### src/rtl/timer_pkg.sv
// Shared definitions for the countdown timer path: FSM encoding and default sizing.
package timer_pkg;

    typedef enum logic [1:0] {
        ST_IDLE   = 2'd0,
        ST_RUN    = 2'd1,
        ST_PAUSED = 2'd2,
        ST_DONE   = 2'd3
    } timer_state_e;

    // 1 s timebase at 50 MHz.
    localparam int unsigned TICK_DIV_DEFAULT = 50_000_000;
    // 99:59 expressed in seconds.
    localparam int unsigned MAX_SEC_DEFAULT  = 5999;
    localparam int unsigned SEC_W_DEFAULT    = 13;

endpackage

### src/rtl/tick_prescaler.sv
// Divides clock_in into a single-cycle enable. Counts 0..TICK_DIV-1 while en is
// high, holds its partial count while en is low, and reports the wrap cycle.
module tick_prescaler
    import timer_pkg::*;
#(
    parameter int unsigned TICK_DIV = TICK_DIV_DEFAULT
) (
    input  logic clock_in,
    input  logic clear,
    input  logic en,
    input  logic restart,
    output logic tick
);

    localparam logic [31:0] LAST_CNT = 32'(TICK_DIV - 1);

    logic [31:0] cnt_q;
    logic [31:0] cnt_d;

    // Combinational wrap flag; the caller registers it, so it lands one edge later.
    assign tick = en && (cnt_q == LAST_CNT);

    // Next count: restart wins, otherwise advance or wrap only while enabled.
    always_comb begin
        cnt_d = cnt_q;
        if (restart) begin
            cnt_d = '0;
        end else if (en) begin
            cnt_d = tick ? '0 : cnt_q + 32'd1;
        end
    end

    // Counter register with synchronous clear.
    always_ff @(posedge clock_in) begin
        if (clear) begin
            cnt_q <= '0;
        end else begin
            cnt_q <= cnt_d;
        end
    end

endmodule

### src/rtl/countdown_timer_ctrl.sv
// Countdown timer controller: FSM, seconds register and registered outputs.
//
//   state     | meaning
//   ----------+-------------------------------------------------------------
//   ST_IDLE   | loaded or cleared, waiting for start (needs remaining != 0)
//   ST_RUN    | prescaler counting, remaining decrements on each wrap
//   ST_PAUSED | prescaler frozen with its partial count, waiting for start
//   ST_DONE   | expired, alarm held until load or clear
module countdown_timer_ctrl
    import timer_pkg::*;
#(
    parameter int unsigned TICK_DIV = TICK_DIV_DEFAULT,
    parameter int unsigned MAX_SEC  = MAX_SEC_DEFAULT,
    parameter int unsigned W        = SEC_W_DEFAULT
) (
    input  logic         clock_in,
    input  logic         clear,
    input  logic         load,
    input  logic [W-1:0] load_value,
    input  logic         start,
    input  logic         pause,
    output logic [W-1:0] remaining,
    output logic         tick,
    output logic         running,
    output logic         done,
    output logic         alarm
);

    localparam logic [W-1:0] MAX_SEC_W = W'(MAX_SEC);

    timer_state_e state_q, state_d;
    logic [W-1:0] rem_q, rem_d;
    logic         tick_q, tick_d;
    logic         done_q, done_d;
    logic         running_q, alarm_q;
    logic         pre_restart;
    logic         pre_tick;
    logic         load_ok;

    tick_prescaler #(
        .TICK_DIV (TICK_DIV)
    ) u_prescaler (
        .clock_in (clock_in),
        .clear    (clear),
        .en       (state_q == ST_RUN),
        .restart  (pre_restart),
        .tick     (pre_tick)
    );

    assign load_ok = load && ((state_q == ST_IDLE) || (state_q == ST_DONE));

    // Next-state logic: load beats start/pause; a wrap on the final second wins over pause.
    always_comb begin
        state_d     = state_q;
        rem_d       = rem_q;
        tick_d      = 1'b0;
        done_d      = 1'b0;
        pre_restart = 1'b0;
        if (load_ok) begin
            rem_d   = (load_value > MAX_SEC_W) ? MAX_SEC_W : load_value;
            state_d = ST_IDLE;
        end else begin
            case (state_q)
                ST_IDLE: begin
                    if (start && (rem_q != '0)) begin
                        state_d     = ST_RUN;
                        pre_restart = 1'b1;
                    end
                end
                ST_RUN: begin
                    if (pre_tick) begin
                        tick_d = 1'b1;
                        if (rem_q != '0) begin
                            rem_d = rem_q - W'(1);
                        end
                    end
                    if (pre_tick && (rem_q <= W'(1))) begin
                        state_d = ST_DONE;
                        done_d  = 1'b1;
                    end else if (pause) begin
                        state_d = ST_PAUSED;
                    end
                end
                ST_PAUSED: begin
                    if (start) begin
                        state_d = ST_RUN;
                    end
                end
                default: ;
            endcase
        end
    end

    // State and output registers; clear dominates everything.
    always_ff @(posedge clock_in) begin
        if (clear) begin
            state_q   <= ST_IDLE;
            rem_q     <= '0;
            tick_q    <= 1'b0;
            done_q    <= 1'b0;
            running_q <= 1'b0;
            alarm_q   <= 1'b0;
        end else begin
            state_q   <= state_d;
            rem_q     <= rem_d;
            tick_q    <= tick_d;
            done_q    <= done_d;
            running_q <= (state_d == ST_RUN);
            alarm_q   <= (state_d == ST_DONE);
        end
    end

    assign remaining = rem_q;
    assign tick      = tick_q;
    assign done      = done_q;
    assign running   = running_q;
    assign alarm     = alarm_q;

endmodule

### config.mk
export PLATFORM = sky130hd
export DESIGN_NAME = countdown_timer_ctrl
export DESIGN_NICKNAME = d
export VERILOG_FILES = /design/src/rtl/timer_pkg.sv /design/src/rtl/tick_prescaler.sv /design/src/rtl/countdown_timer_ctrl.sv
export SDC_FILE = /design/constraint.sdc
export NUM_CORES = 1
export LEC_CHECK = 0
export ABC_CLOCK_PERIOD_IN_PS = 2200
export BUFFER_PORTS_ARGS = -buffer_cell sky130_fd_sc_hd__buf_2
export CORE_MARGIN = 2
export CORE_UTILIZATION = 52
export CTS_BUF_LIST = sky130_fd_sc_hd__clkbuf_8 sky130_fd_sc_hd__clkbuf_16
export DETAILED_ROUTE_END_ITERATION = 10
export PLACE_DENSITY = 0.76
export SYNTH_ARGS = -nofsm -noshare
export SYNTH_HDL_FRONTEND = slang
export SYNTH_SLANG_ARGS = --single-unit
export TNS_END_PERCENT = 5
### constraint.sdc
create_clock -name clock_in -period 2.2 [get_ports clock_in]
set_input_delay 0.22 -clock clock_in [delete_from_list [all_inputs] [get_ports clock_in]]
set_output_delay 0.22 -clock clock_in [all_outputs]
set_load 0.005 [all_outputs]
After elaboration in Yosys (flattened, before gate mapping)
Index checks and enable logic that the tools add are counted.
Storage, ports and cells
  flip-flop bits (word level): 51
  input port bits: 18
  output and inout bits: 17
  word-level logic and storage cells: 48
Cells by class
  add/sub/neg operators: 2
  order comparisons: 2
  equality and inequality tests: 6
  muxes and demuxes: 17
  bitwise logic cells: 1
  reduce and logical (&&, ||, !) cells: 13
Operator list (count)
  $mux W13: 5
  $add A32 B1 Y32 const B: 1
  $eq A32 B26 Y1 const B: 1
  $mux W32: 1
  $gt A13 B13 Y1 const B: 1
  $le A13 B1 Y1 const B: 1
  $reduce_bool A13 Y1: 1
  $sub A13 B1 Y13 const B: 1
  $mux W2: 5
  $eq A2 B2 Y1 const B: 3
  $pmux W2 S3: 1
  $reduce_bool A2 Y1: 3
  $mux W1: 5
  $eq A2 B1 Y1 const B: 2
  $logic_and A1 B1 Y1: 4
  $reduce_and A3 Y1: 1
  $reduce_or A3 Y1: 1
  $logic_not A2 Y1: 1
  $reduce_or A2 Y1: 1
  $logic_or A1 B1 Y1: 1
  $not A1 Y1: 1

Depth between registers and ports, before layout
Gate-level depths: netlist of the first run.
  word-level depth: 7
  depth in mapped cells: 9
  depth with buffers taken out: 8

Hierarchy
Synthesis of the first run repeated with hierarchy kept, for this count alone.
Unflattened totals
  cell total of the unflattened synthesis: 342
  area, all modules: 2852.7 um^2
Modules (own cells, without submodules)
  tick_prescaler: times used 1, cells each 194, area an instance 1631.6 um^2, seq. area each 640.6 um^2
  countdown_timer_ctrl: times used 1, cells each 148, area an instance 1221.2 um^2, seq. area each 380.4 um^2

Least setup slack after synthesis of the first run
OpenSTA, ideal clock, no wires.
  path kind: reg-to-reg
  start: reg u_prescaler.cnt_q[10]
  end: reg rem_q[6], in the netlist remaining[6]
  setup time: 0.071 ns
  data arrival time: 2.205 ns
  required time: 2.129 ns
  path slack: -0.076 ns
  stages on the path, launching flop included: 7
  buffers on the path: 0
  clock period less this slack: 2.276 ns
  path through: dfxtp_1 -> or4b_1 -> or4_4 -> nor4b_4 -> or2_4 -> o221ai_1 -> a21oi_1
Between the ends
  cells in the longest elaborated chain, start to end: 4
RTL lines
  start, declared: line tick_prescaler.sv:17  | logic [31:0] cnt_q;
  start signal, assigned: line tick_prescaler.sv:38  | cnt_q <= cnt_d;
  $eq A32 B26 Y1: line tick_prescaler.sv:21  | assign tick = en && (cnt_q == LAST_CNT);
  $logic_and A1 B1 Y1: line tick_prescaler.sv:21
  $reduce_bool A2 Y1 (no source line)
  $reduce_and A3 Y1 (no source line)
  end signal, assigned: line countdown_timer_ctrl.sv:105  | rem_q <= rem_d;
  end, declared: line countdown_timer_ctrl.sv:32  | logic [W-1:0] rem_q, rem_d;
Every way passes these cells.
A chain may end at the register's enable or synchronous reset.

Worst setup path in the final report of the first run
  start: reg u_prescaler.cnt_q[28]
  end: reg rem_q[10], in the netlist remaining[10]
Same word-level chain as after synthesis.

==> results of run 1 <==
-- per-layer routing --
metal / wire length [um] / share of wire, % / vias up
li1: - / - / 1352
met1: 3050 / 43 / 1324
met2: 3480 / 49 / 103
met3: 361 / 5.1 / 16
met4: 155 / 2.2 / 0
met5: 0 / 0 / -
-- Yosys cell counts (2+ instances only) --
cell        n  area (sq um)
o21ai_0     6          30.0
nand3_1    14          70.1
dfxtp_1    51          1020
and3_1      2          12.5
nand2b_1    4          25.0
xor2_1     19           166
xnor2_1     9          78.8
nand4_1    19           119
a31oi_1     7          43.8
inv_1      12          45.0
o31ai_1     3          22.5
clkbuf_1    5          18.8
nand2_1    18          67.6
o211ai_1    3          22.5
and4_1      4          35.0
nor2_1     51           191
o22ai_1     5          31.3
nand4b_1    3          26.3
nor2b_1     2          12.5
nor4_1      5          31.3
a21oi_1    19          95.1
nor4b_1     3          26.3
or4_1       4          30.0
and2_1      4          25.0
o2111ai_1   2          17.5
nor3_1     10          50.1
or3_1       7          43.8
ha_1        8           100
nor3b_1     3          22.5
buf_1       2          7.51
-- placed cells by master, fill, tap and decap left out, types with 4 or more instances in the layout --
cell type	count
o22ai_1	5
inv_1	12
a21oi_1	19
buf_4	47
dfxtp_1	48
o21ai_0	6
and2_1	4
buf_2	34
nor3_1	10
nor4_1	4
or4_4	4
xnor2_1	9
nand4_1	19
nand3_1	14
clkbuf_8	5
xor2_1	19
nand2_1	18
ha_1	8
or3_1	5
and4_1	4
a31oi_1	7
nor2_1	50
-- final cells by class --
type	count	share of cell area, %
clock buffer	5	1.98
clock inverter	3	0.719
inverter	12	1.29
multi-input combinational	254	48.1
sequential	51	29.4
tap	70	2.52
timing repair buffer	83	15.9
-- through the flow --
stage | TNS (ps) | power, mW | utilization (%) | hold slack, ps
finish | -107 | 1.97 | 69.1 | 198
global route | -1200 | 2.06 | 69.1 | 221
CTS | -47.6 | 1.96 | 68.2 | 194
detailed placement | -248 | 1.39 | 65.2 | 488
global placement | -143 | 1.38 | 65.2 | 487
floorplan | -507 | 1.22 | - | 342
-- flip-flops by register name, indices dropped and copies added, names as in the netlist --
| signal | flops |
|---|---|
| state_q | 2 |
| u_prescaler.cnt_q | 32 |
| remaining | 13 |
| running | 1 |
| alarm | 1 |
| done | 1 |
| tick | 1 |
-- worst paths after layout --
| path | slack [ps] | end | startpoint |
|---|---|---|---|
| max reg2reg | -60 | remaining[10] | u_prescaler.cnt_q[28] |
| min reg2reg | 510 | remaining[5] | remaining[5] |
| min | 200 | remaining[0] | load_value[0] |
| max | -60 | remaining[10] | u_prescaler.cnt_q[28] |
-- what timing repair did --
| item | CTS | global route |
|---|---|---|
| setup endpoints to repair | 8 | 39 |
| resized for setup | 10 | 10 |
| pin swaps | 4 | 5 |
| setup buffers | 2 | 0 |
-- tightest hold or removal path, cell delays in order --
cell	delay, ps
buf_2	100
o22ai_1	80
nor2_1	80
-- cells by family (layout without fill, tap and decap cells) --
| kind of cell | after synthesis | after routing | share of synthesized area [%] |
|---|---|---|---|
| flops | 51 | 51 | 37.9 |
| compound gates | 55 | 55 | 13.0 |
| simple gates | 163 | 163 | 33.4 |
| xor+xnor | 28 | 28 | 9.10 |
| fa+ha+maj | 8 | 8 | 3.72 |
| buf+inv | 20 | 103 | 2.83 |
-- power groups by stage --
stage / sequential [mW] / clock, mW / combinational, mW
detailed placement: 0.996 / 0 / 0.391
CTS: 0.975 / 0.579 / 0.411
global placement: 0.995 / 0 / 0.386
global route: 0.981 / 0.613 / 0.466
finish: 0.977 / 0.571 / 0.427
floorplan: 1.01 / 0 / 0.210
==> results.txt, run 1 <==
Worst slack at placement - -65.4 ps
Power share of the clock group - 28.9%
Max Cap Viol - 0
Failing checks - negative setup slack
Vias/cell - 5.85
Crit-path max cell delay - 550 ps
Total gr overflow - 0
HP Class - input pin to register
IO Pins - 35
Die span in x - 76.0 um
Synth-to-Final Area Change - 29.3%
Synth Flop Type - dfxtp_1
Met2 GRT Util - 42.5%
Critical path's most frequent cell - or3_4
Clock Latency Late Sink - 320 ps
Arrival time worst endpoint - 2530 ps
Core area - 0.00504 sq mm
Worst path buffer plus inverter count - 0
Crit path max-delay family - simple AND/OR/NAND/NOR gates
Number of synthesized register bits - 51
Area after DPL - 0.00329 sq mm
Switch share - 30.3%
Most Crowded Layer GR - met2
Residual DRC - 0
Chip height - 76.0 um
Syn Inst Count - 325
Logic pwr share - 21.6%
Crit Path Category - register to register
Flop pwr share - 49.5%
CTS clk-pin slew, worst paths - 100 ps
DR WL/cell - 14.8 um
Levels on crit path - 6
Synth Warn # - 0
Pwr Density - 567 mW/mm^2
DRT iter0 DRCs - 163
Worst Path Required - 2470 ps
Die area - 0.00577 sq mm
Endpoints failing hold - 0
Element type at the critical path end - register
Non-Filler Instances - 478
EDFF count, synth - 0
Synth Net Count - 351
Asr flop ratio synth - 0%
Post-detail-place hpwl - 5.17 mm
Via count of the first global-routing pass - 2669
Hold_buf cts - 0
WL final - 7.05 mm
Sw Pwr - 0.598 mW
Synth Area per Inst - 8.29 sq um
Port buffer count - 34
Diode count - 0
Met3 Usage GRT - 4.86%
RD Place Congestion - 0.895
Post-synthesis cell area - 0.00269 sq mm
Worst Clk Skew - 10.5 ps
Fin worst setup slack - -64.0 ps
CTS buffer count - 5
R2R depth - 6
CP Max Fanout - 4
Startpoint types - register
Initial core utilization - 53.4%
Int Pwr - 1.38 mW
Non-Filler Cell Area, Final - 0.00348 sq mm
Netlist cell types - 51
Outcome - finished, violations left
Placed cells - 468
CP Cell Sequence - or4_4 > nor4_4 > nand4_1 > or3_4 > or3_4 > nand3_1
TritonCTS clock tree - yes
Maximum clock frequency - 0.442 GHz
Final period util - 103%
Gr usage total - 25.2%
Floorplan row count - 26
Post-route ant nets - 0
Worst slew margin - 70.2%
Actual slew at the worst max-slew pin - 447 ps
Slew Viols, Final - 0
Layout Nets - 433
Unrepaired setup endpoints after global routing - yes
Post-synthesis sequential area ratio - 37.9%
CP max stage cell - or4_4
Largest net degree at the start of global routing - 29
Multi-input gate area - 0.00168 sq mm
Vias post-DR - 2795
Drt pass-1 iters - 5
Hold path depth - 3
Setup violations, final - 3
CTS Sinks - 51
First-pass GRT wire length - 12.0 mm
Share of cells above drive strength 1 - 27.9%
Antenna violations before repair - 0
Leak - 1.41 nW
Storage cell area - 0.00102 sq mm
CTS root buf - clkbuf_8
Fillers - 418
Met1 Track Usage GR - 31.9%
CTS H-tree lvls - 2
Peak supply drop - 0.363 mV
Clock Path Buffers - 2
Crit path time final - 2260 ps
Note: power is estimated with default switching activity, not from simulation.
==> inputs of run 2 (changes only) <==
Settings changed: ABC_AREA set to 1, ABC_CLOCK_PERIOD_IN_PS 2200 to 1850, CORE_UTILIZATION 52 to 53, SYNTH_HIERARCHICAL set to 1.
Clock period 2.2 ns to 1.85 ns, I/O delays scaled along.
==> run 2 against run 1 <==
  * The run now ends clean
  * Sequential share of layout area down 3.0 points
  * Fmax increased by 27%
  * Critical path depth increased by 10
  * Synthesized cell count rose by 56%
  * Non-clock buffer count decreased by 17
  * Setup slack better by 140 ps
  * First-iteration DRC count is 9.2% lower
==> results.txt, run 2 <==
Worst slew margin - 72.2%
CTS Sinks - 51
Tot Pwr - 2.49 mW
Largest cells by area after synthesis - dfxtp_1, nand2_1, nor2_1
Crit Path Category - register to register
Total gr overflow - 0
Synth Net Count - 534
Initial core utilization - 55.1%
Leak - 1.77 nW
Clock Path Buffers - 2
Fillers - 547
Post-synthesis sequential area ratio - 31.3%
Met3 Usage GRT - 3.80%
Element type at the critical path end - register
Floorplan row count - 28
IO Pins - 35
Antenna violations before repair - 0
Share of cells above drive strength 1 - 23.0%
Crit path time final - 1780 ps
RD Place Congestion - 0.937
EDFF count, synth - 0
CTS root buf - clkbuf_8
WL final - 7.78 mm
Pwr Density - 639 mW/mm^2
Clock Latency Late Sink - 310 ps
Most frequent standard cell in the layout excluding fill and tap cells - nand2_1
Setup TNS - 0 ps
Max Cap Viol - 0
DR WL/cell - 12.0 um
Hold_buf cts - 0
Most Crowded Layer GR - met2
Worst Path Required - 2100 ps
Arrival time worst endpoint - 2030 ps
Met2 GRT Util - 45.1%
R2R setup slack - 70 ps
Outcome - finished, final reports clean
Syn Inst Count - 508
Post-route ant nets - 0
Met1 Track Usage GR - 31.0%
Setup violations, final - 0
CTS H-tree lvls - 2
Top-count cell post-synth - nand2_1
Post-detail-place hpwl - 6.04 mm
Post-synth top area cell - dfxtp_1
Layout Nets - 598
Final period util - 96.0%
Largest register by flop count - u_prescaler/cnt_q
Synth Warn # - 6
Via count of the first global-routing pass - 3042
Worst Clk Skew - 9.80 ps
Diode count - 0
Slew Viols, Final - 0
Netlist cell types - 34
DRT iter0 DRCs - 148
Gr usage total - 25.2%
Peak supply drop - 0.471 mV
Vias post-DR - 3320
Post-synthesis cell area - 0.00326 sq mm
Asr flop ratio synth - 0%
Startpoint types - register
Chip height - 82.5 um
Drt pass-1 iters - 5
HP Class - input pin to register
Synth-to-Final Area Change - 19.5%
Endpoints failing hold - 0
Synth Area per Inst - 6.43 sq um
CTS buffer count - 5
Die area - 0.00680 sq mm
Synth Flop Type - dfxtp_1
Maximum clock frequency - 0.563 GHz
Largest register FFs - 32
Core area - 0.00592 sq mm
Number of synthesized register bits - 51
First-pass GRT wire length - 13.4 mm
Residual DRC - 0
Largest net degree at the start of global routing - 21
Unrepaired setup endpoints after global routing - yes
CP Max Fanout - 3
TritonCTS clock tree - yes
Vias/cell - 5.12
Most frequent cells in the layout - nand2_1, nor2_1, inv_1
Top cells by count, synth - nand2_1, nor2_1, inv_1
CTS clk-pin slew, worst paths - 100 ps
Port buffer count - 34
Post-synth top area share - 31.3%
Die span in x - 82.5 um
Actual slew at the worst max-slew pin - 416 ps
run 2: changes by cell type in the layout (fill, tap and decap cells not counted), sizes merged, moves of 14 or more:
cell	change
o21ai	+14
nor2	+65
buf	-17
inv	+52
nand3	+20
nand2	+114
run 2: layer usage:
| metal | wire [um] | up-vias |
|---|---|---|
| li1 | - | 1729 |
| met1 | 3480 | 1509 |
| met2 | 3880 | 71 |
| met3 | 331 | 11 |
| met4 | 88 | 0 |
| met5 | 0 | - |
run 2: report_power, final:
group	leakage (nW)	total (mW)	internal (mW)	switching, mW
clock network	0.0474	0.700	0.306	0.394
registers	0.417	1.19	1.14	0.0470
logic	1.30	0.608	0.242	0.365
total	1.77	2.49	1.69	0.806
run 2: cells by family after synthesis:
kind of cell / after synthesis / share of synthesized area (%)
buffers and inverters: 74 / 9.43
AND/OR/NAND/NOR: 308 / 43.2
adder cells (fa/ha/maj): 8 / 3.07
flip-flops: 51 / 31.3
XOR/XNOR: 18 / 4.83
AO/OA/AOI/OAI: 49 / 8.24
run 2: final timing paths:
check / start / to / depth (start not counted)
max: state_q[1] / running / 16
max reg2reg: state_q[1] / running / 16
min: clear / remaining[1] / 2
min reg2reg: remaining[1] / remaining[1] / 2
run 2: timing repair:
action | 4_1_cts | 5_1_grt
resized for setup | 4 | 16
pin swaps | 4 | 10
setup buffers | 2 | 4
setup endpoints to repair | 6 | 31
run 2: layout make-up:
class                      count  area (sq um)  area share [%]
clock buffer                   6          82.6            2.12
clock inverter                 2          16.3           0.417
inverter                      65           244            6.25
multi-input combinational    383          2010            51.5
sequential                    51          1030            26.4
tap                           75          93.8            2.41
timing repair buffer          66           427            10.9
run 2: critical path: stages (launching register included):
cell and delay [ps]:
dfxtp_2 340, inv_2 70, ha_4 130, nand2_1 40, inv_1 50, nand2_1 40, nor2_1 130, nand3_2 110
nor2_4 180, inv_2 60, nor3_2 90, nand2_1 100, nand2_1 70, nand2_1 50, nand2_1 70, nand2_2 70
a21oi_1 110
run 2: metrics by stage:
step,hold WS [ps],util [%],cell area [sq um],setup slack (ps),instances
floorplan,250,-,3290,13.5,508
global placement,454,62.5,3700,58.6,634
detailed placement,461,62.5,3700,-25.8,634
CTS,120,64.5,3820,5.61,644
global route,146,65.9,3900,-82.7,648
finish,121,65.9,3900,74.3,648
==> inputs of run 3 (changes only) <==
Settings changed: RECOVER_POWER set to 100.
==> run 3 against run 2 <==
  * Flip-flop and latch count is the same
  * Combinational power decreased by 2%
  * Register-to-register slack about the same
  * Non-clock buffer count is the same
  * Via count rose by 0.90%
  * Total power decreased by 0.36%
  * Critical path type unchanged
  * Largest power group unchanged
  * Critical endpoint unchanged
  * Critical path depth did not move
  * Fmax down 0.13%
  * Sequential power is essentially flat
  * Routed wire length increased by 0.26%
==> results.txt, run 3 (synthesis results as in run 2) <==
Crit path time final - 1780 ps
Largest register by flop count - u_prescaler/cnt_q
Die span in x - 82.5 um
Non-Filler Instances - 648
R2R setup slack - 70 ps
Diode count - 0
CTS Sinks - 51
Gr usage total - 25.2%
Residual DRC - 0
Placed cells - 634
Share of cells above drive strength 1 - 21.3%
Vias post-DR - 3350
DR WL/cell - 12.0 um
Int Pwr - 1.68 mW
Total gr overflow - 0
Clock Latency Late Sink - 310 ps
Pwr Density - 641 mW/mm^2
Synth-to-Final Area Change - 18.7%
DRT iter0 DRCs - 150
HP Class - input pin to register
TritonCTS clock tree - yes
Leak - 1.72 nW
Chip height - 82.5 um
Die area - 0.00680 sq mm
Unrepaired setup endpoints after global routing - yes
Final period util - 96.1%
Layout Nets - 598
Worst Path Required - 2100 ps
Via count of the first global-routing pass - 3042
Maximum clock frequency - 0.562 GHz
Peak supply drop - 0.469 mV
RD Place Congestion - 0.937
Hold_buf cts - 0
CTS buffer count - 5
Element type at the critical path end - register
Post-route ant nets - 0
Endpoints failing hold - 0
Worst Clk Skew - 7.72 ps
Logic pwr share - 24.0%
Flop pwr share - 47.7%
First-pass GRT wire length - 13.4 mm
Port buffer count - 34
Largest net degree at the start of global routing - 21
Setup violations, final - 0
Multi-input gate area - 0.00201 sq mm
Fillers - 554
Core area - 0.00592 sq mm
WL final - 7.80 mm
Most frequent cells in the layout - nand2_1, nor2_1, inv_1
Actual slew at the worst max-slew pin - 422 ps
Arrival time worst endpoint - 2030 ps
Post-detail-place hpwl - 6.04 mm
Vias/cell - 5.17
Clock Path Buffers - 2
Outcome - finished, final reports clean
Power share of the clock group - 28.3%
CTS H-tree lvls - 2
IO Pins - 35
Worst slew margin - 71.8%
Sw Pwr - 0.808 mW
Antenna violations before repair - 0
CTS root buf - clkbuf_8
Initial core utilization - 55.1%
Area after DPL - 0.00370 sq mm
Drt pass-1 iters - 4
CTS clk-pin slew, worst paths - 100 ps
Largest register FFs - 32
Slew Viols, Final - 0
Floorplan row count - 28
Non-Filler Cell Area, Final - 0.00388 sq mm
Startpoint types - register
Crit Path Category - register to register
Most frequent standard cell in the layout excluding fill and tap cells - nand2_1
Max Cap Viol - 0
Switch share - 32.5%
Storage cell area - 0.00103 sq mm
CP Max Fanout - 3
run 3: what timing repair did:
action                                  CTS  global route
buffers inserted                          2             4
gates resized for setup                   4            16
endpoints found under the setup margin    6            31
pin swaps                                 4            10
run 3: final cells by class:
type                       count  area share [%]
tap                           75            2.42
timing repair buffer          66            10.4
multi-input combinational    383            51.8
inverter                      65            6.29
sequential                    51            26.6
clock inverter                 2           0.420
clock buffer                   6            2.13
run 3: layer usage:
metal | track usage [%] | up-vias | part of all wire (%)
met5 | 0 | - | 0
met4 | 7.17 | 0 | 1.1
met3 | 3.80 | 11 | 4.5
met2 | 45.1 | 90 | 50
met1 | 31.0 | 1522 | 44
li1 | - | 1727 | -
run 3: metrics by stage:
step           hold slack [ps]  TNS (ps)  worst slack, ps  power, mW  util (%)
6_report                   125         0             71.9       2.48      65.5
5_1_grt                    146      -383            -82.7       2.62      65.5
4_1_cts                    120         0             5.61       2.50      64.5
3_5_place_dp               461     -38.3            -25.8       1.80      62.5
3_3_place_gp               454         0             58.6       1.79      62.5
2_1_floorplan              250         0             13.5       1.60         -
run 3: power by group through the flow:
| stage | registers, mW | logic, mW | clock network (mW) |
|---|---|---|---|
| CTS | 1.18 | 0.592 | 0.724 |
| floorplan | 1.21 | 0.386 | 0 |
| global route | 1.19 | 0.671 | 0.759 |
| global placement | 1.21 | 0.579 | 0 |
| detailed placement | 1.21 | 0.589 | 0 |
| finish | 1.19 | 0.596 | 0.702 |
run 3: critical path, stage by stage, from the launching register on:
cell and delay [ps]:
dfxtp_2 340, inv_2 70, ha_4 130, nand2_1 40
inv_1 50, nand2_1 40, nor2_1 130, nand3_2 110
nor2_4 180, inv_2 60, nor3_2 90, nand2_1 100
nand2_1 70, nand2_1 50, nand2_1 70, nand2_2 70
a21oi_1 110
run 3: worst paths after layout:
check / from / endpoint / depth (start not counted)
max: state_q[1] / running / 16
min: clear / remaining[1] / 2
max reg2reg: state_q[1] / running / 16
min reg2reg: remaining[1] / remaining[1] / 2
